[src/rtl/reorder_buffer.sv]
// reorder_buffer: in-order retirement queue with out-of-order completion
// Optional feature: define ROB_FLUSH_EN to add i_flush (clears every entry, highest priority).
// Ports:
//   clk, rst             clock (rising edge), asynchronous active-high reset
//   i_alloc_*            dispatch request and entry payload; o_alloc_ready / o_alloc_tag answer it
//   i_cmpl_valid/tag     marks an entry done
//   o_commit_*           registered retirement of the head entry
//   o_push_free_reg      registered; o_freed_reg carries the stale physical tag
//   o_full, o_empty      occupancy flags from the current count
module reorder_buffer #(
    parameter int DEPTH      = 16,
    parameter int TAG_WIDTH  = 4,
    parameter int PREG_WIDTH = 6,
    parameter int AREG_WIDTH = 5
) (
    input  logic                  clk,
    input  logic                  rst,
`ifdef ROB_FLUSH_EN
    input  logic                  i_flush,
`endif
    input  logic                  i_alloc_valid,
    input  logic                  i_alloc_reg_write,
    input  logic [AREG_WIDTH-1:0] i_alloc_rd,
    input  logic [PREG_WIDTH-1:0] i_alloc_rrd,
    input  logic [PREG_WIDTH-1:0] i_alloc_old_rd,
    input  logic [11:0]           i_alloc_pc,
    output logic                  o_alloc_ready,
    output logic [TAG_WIDTH-1:0]  o_alloc_tag,
    input  logic                  i_cmpl_valid,
    input  logic [TAG_WIDTH-1:0]  i_cmpl_tag,
    output logic                  o_commit_valid,
    output logic [11:0]           o_commit_pc,
    output logic [AREG_WIDTH-1:0] o_commit_rd,
    output logic [PREG_WIDTH-1:0] o_commit_rrd,
    output logic                  o_push_free_reg,
    output logic [PREG_WIDTH-1:0] o_freed_reg,
    output logic                  o_full,
    output logic                  o_empty
);
    logic [DEPTH-1:0]      r_valid, r_done, r_reg_write;
    logic [AREG_WIDTH-1:0] r_rd [DEPTH];
    logic [PREG_WIDTH-1:0] r_rrd [DEPTH];
    logic [PREG_WIDTH-1:0] r_old_rd [DEPTH];
    logic [11:0]           r_pc [DEPTH];
    logic [TAG_WIDTH-1:0]  r_head, r_tail;
    logic [TAG_WIDTH:0]    r_count;
    logic                  w_flush, w_alloc_fire, w_commit_fire;
`ifdef ROB_FLUSH_EN
    assign w_flush = i_flush;
`else
    assign w_flush = 1'b0;
`endif
    assign o_full        = r_count == (TAG_WIDTH+1)'(DEPTH);
    assign o_empty       = r_count == '0;
    assign o_alloc_ready = ~o_full;
    assign o_alloc_tag   = r_tail;
    assign w_alloc_fire  = i_alloc_valid & ~o_full & ~w_flush;
    // done is read from registered state only, so a completion retires one edge later at the earliest
    assign w_commit_fire = r_valid[r_head] & r_done[r_head] & ~w_flush;
    // Payload needs no reset: it is only observed once its valid bit is set.
    always_ff @(posedge clk) begin
        if (w_alloc_fire) begin
            r_reg_write[r_tail] <= i_alloc_reg_write;
            r_rd[r_tail]        <= i_alloc_rd;
            r_rrd[r_tail]       <= i_alloc_rrd;
            r_old_rd[r_tail]    <= i_alloc_old_rd;
            r_pc[r_tail]        <= i_alloc_pc;
        end
    end
    always_ff @(posedge clk or posedge rst) begin
        if (rst) begin
            r_valid         <= '0;
            r_done          <= '0;
            r_head          <= '0;
            r_tail          <= '0;
            r_count         <= '0;
            o_commit_valid  <= 1'b0;
            o_commit_pc     <= '0;
            o_commit_rd     <= '0;
            o_commit_rrd    <= '0;
            o_push_free_reg <= 1'b0;
            o_freed_reg     <= '0;
        end else if (w_flush) begin
            r_valid         <= '0;
            r_done          <= '0;
            r_head          <= '0;
            r_tail          <= '0;
            r_count         <= '0;
            o_commit_valid  <= 1'b0;
            o_push_free_reg <= 1'b0;
        end else begin
            // An allocating slot is never valid, so completion and allocation cannot collide.
            if (i_cmpl_valid && r_valid[i_cmpl_tag])
                r_done[i_cmpl_tag] <= 1'b1;
            if (w_alloc_fire) begin
                r_valid[r_tail] <= 1'b1;
                r_done[r_tail]  <= 1'b0;
                r_tail          <= r_tail + TAG_WIDTH'(1);
            end
            if (w_commit_fire) begin
                r_valid[r_head] <= 1'b0;
                r_head          <= r_head + TAG_WIDTH'(1);
                o_commit_pc     <= r_pc[r_head];
                o_commit_rd     <= r_rd[r_head];
                o_commit_rrd    <= r_rrd[r_head];
                o_freed_reg     <= r_old_rd[r_head];
            end
            r_count         <= r_count + (TAG_WIDTH+1)'(w_alloc_fire) - (TAG_WIDTH+1)'(w_commit_fire);
            o_commit_valid  <= w_commit_fire;
            o_push_free_reg <= w_commit_fire & r_reg_write[r_head] & (r_rd[r_head] != '0);
        end
    end
endmodule

[config.mk]
export PLATFORM = sky130hd
export DESIGN_NAME = reorder_buffer
export DESIGN_NICKNAME = d
export VERILOG_FILES = /design/src/rtl/reorder_buffer.sv
export SDC_FILE = /design/constraint.sdc
export NUM_CORES = 1
export LEC_CHECK = 0
export BUFFER_PORTS_ARGS = -buffer_cell sky130_fd_sc_hd__buf_2
export CAP_MARGIN = 20
export CORE_UTILIZATION = 55
export DETAILED_ROUTE_END_ITERATION = 10
export PLACE_DENSITY = 0.72
export SLEW_MARGIN = 40
export SYNTH_ARGS = -nofsm -noshare
export SYNTH_HDL_FRONTEND = slang
export SYNTH_SLANG_ARGS = --single-unit
[constraint.sdc]
create_clock -name clk -period 10.2 [get_ports clk]
set_clock_uncertainty 0.15 [all_clocks]
set_input_delay 0.51 -clock clk [delete_from_list [all_inputs] [get_ports clk]]
set_output_delay 0.51 -clock clk [all_outputs]
set_load 0.05 [all_outputs]
==> metrics.txt <==
Synth area leader=edfxtp_1; Root Buffer=clkbuf_16; area occupied by multi-input gates=4990 um^2; Ports=76; DRC Markers=0; f_max=0.280 GHz; layout net count=1129; CTS clock-pin slew for the worst setup and hold paths=70 ps; Synth top area share=66.8%; clock power share=26.8%; Arrival @ worst endpoint=3900 ps; Internal=4.97 mW; most frequent cell after synthesis=edfxtp_1; R2R cell count=15; crit-path leading delay family=adder cells; Min Hold Slack=134 ps; total negative slack=0 ps; Initial Utilization=55.8%; switching pwr=2.27 mW; Comb pwr share=31.2%; initial DRC count=1041; max-slew violations=0; Worst setup EP type=flop; VDD IR max=172 uV; Max-slew headroom=47.4%; final setup margin=6630 ps; Worst Setup SP=r_head[3]; r2r startpoint=r_head[3]; Design Power=7.24 mW; Synth top cells by count=edfxtp_1 (480), mux4_2 (153), dfrtp_1 (76); CORE AREA=38600 um^2; gr usage total=23.6%; Die Ht=200 um; number of global-route vias before repair=10400; total congestion overflow=0; Routed Antenna Nets=0; RSZ-0062 raised after global routing=false; Reg area=16300 um^2; max reg flops=192; Vias/cell=6.21; Hold Buf Count CTS=1; status=completed; Primary FF master, synth=edfxtp_1; async set-reset flop share out of synthesis=13.7%; max cap viols=0; vias=10200; P&R area growth vs syn=13.0%; Clk Latency, worst-skew pair=600 ps; placed cell count=1537; syn_nets=1020; register bit count reported by yosys=556; Hold Vio Cnt, Final=0; synth top area cells=edfxtp_1 (67%), mux4_2 (16%), dfrtp_1 (8.8%); number of I/O port buffers=75; Post-DP HPWL=22800 um; total wire length=44500 um; CP peak stage delay=680 ps; Mapped Area=21600 um^2; flop-to-flop setup slack=6630 ps; fin crit share=35.0%; minimum clock period=3570 ps; worst slew pin tran=788 ps; global-route wire length before repair=66500 um; Post-Place Setup Slack=6580 ps; worst r2r dst=r_count[4]; initial antenna violation count=3; Seq pwr share=42.0%; # setup viols final=0; Cell Chain, Critical Path=buf_4, mux2_2, nand3_1, o21a_2, inv_2, ha_1, inv_1, ha_1, inv_1, fa_1, inv_1, a21oi_1, nor2_1, nor2_1, xnor2_1; Switching Fraction=31.4%; Top reg by flops=r_pc; Post-CTS Resized=0; Cell variety after synth=47; post-synthesis sequential area ratio=75.7%; Mapped Cells=967; Final Util=63.1%; cell mode on critical path=inv_1; Num CTS Buffers=54; CTS Sinks=556; static leakage=8.14 nW; Filler Cell Count=2583; worst hold path endpoint=r_pc[5][1]; share of post-route cells with drive strength above 1=33.9%; CTS max path bufs=3; HP Class=input port to flop; CTS tree=built; Setup Buffers After CTS=0; total die area=40000 um^2; final RePlAce weighted congestion=0.854; first drt pass iteration count=5; Non-Filler Instances=1639; slowest CP cell=dfrtp_2; crit path launch type=flop; hold path cells=1; min-delay src=i_alloc_pc[1]; Area after DPL=22600 um^2; pin count of the biggest net entering global routing=72; Post-synth EDFFs=480; Pwr Density=297 nW/um^2; leading registers by flop count=r_pc x192, r_old_rd x96, r_rrd x96; Cell Rows=72; Yosys warnings=0; cell area after layout=24400 um^2; Crit path required time=10530 ps; routed length per instance=27.2 um; Avg Synthesized Cell Area=22.3 um^2; critical path class=flop to flop; CP max FO=22; WP buf/inv=5; H-tree level count=2; Die Wd=200 um
## area by class of cell
cell class	instances	area share [%]
clock inverters	26	1.02
inverters	18	0.282
multi-input cells	346	20.5
clock buffers	74	6.06
diodes	1	0.0103
repair buffers	100	2.54
well taps	518	2.66
flip-flops and latches	556	67.0
## cells in the final DEF (no fill, tap or decap), types with 4 or more instances in the layout
master	synthesis	routed
inv_1	16	15
buf_4	4	19
buf_2	13	75
bufinv_16	0	4
nor3_2	0	4
nor2_4	0	12
clkbuf_1	15	16
a22oi_1	8	8
a21oi_1	15	15
a31oi_1	8	8
xnor2_1	7	7
mux2_1	5	5
a2bb2oi_1	8	8
nor2_1	33	21
mux4_2	153	153
clkinvlp_4	0	5
nand2_1	18	18
clkinv_1	0	7
ha_1	14	14
and3_1	5	5
clkinv_2	0	8
dfrtp_1	76	72
nor2b_1	5	4
o22a_1	8	8
clkbuf_16	0	55
edfxtp_1	480	480
mux2_2	26	26
## cell families after synthesis
family / share of synthesized area, %
AOI/OAI and AO/OA: 1.82
xor gates and xnor gates: 0.366
buffers and inverters: 1.72
and+or+nand+nor: 1.81
muxes: 17.7
DFF: 75.7
adders and majority gates: 0.905
## worst max path at each step
stage                     slack [ps]              to  cells past startpoint
after floorplan                 5440  r_old_rd[3][0]                      8
final                           6630      r_count[4]                     15
after global placement          6470      r_count[4]                     15
after detailed placement        6580      r_count[4]                     15
after global routing            6410      r_count[4]                     15
after CTS                       6570      r_count[4]                     15
## power by group through the flow
| stage | Sequential [mW] | Clock [mW] | Combinational (mW) |
|---|---|---|---|
| 6_report | 3.04 | 1.94 | 2.26 |
| 5_1_grt | 3.08 | 2.06 | 2.42 |
| 4_1_cts | 3.04 | 1.98 | 2.30 |
| 3_3_place_gp | 3.10 | 0 | 2.22 |
| 2_1_floorplan | 3.21 | 0 | 1.58 |
| 3_5_place_dp | 3.08 | 0 | 2.29 |
## routing by layer
layer  wire (um)  track usage (%)  vias to the layer above  share of wire, %
li1            -                -                     4245                 -
met1       18300             33.3                     5436                41
met2       22200             37.9                      414                50
met3        2920             4.05                       85               6.6
met4        1090             8.00                        4               2.5
met5          26                0                        -             0.058
Power figures use the tool's default switching activity.
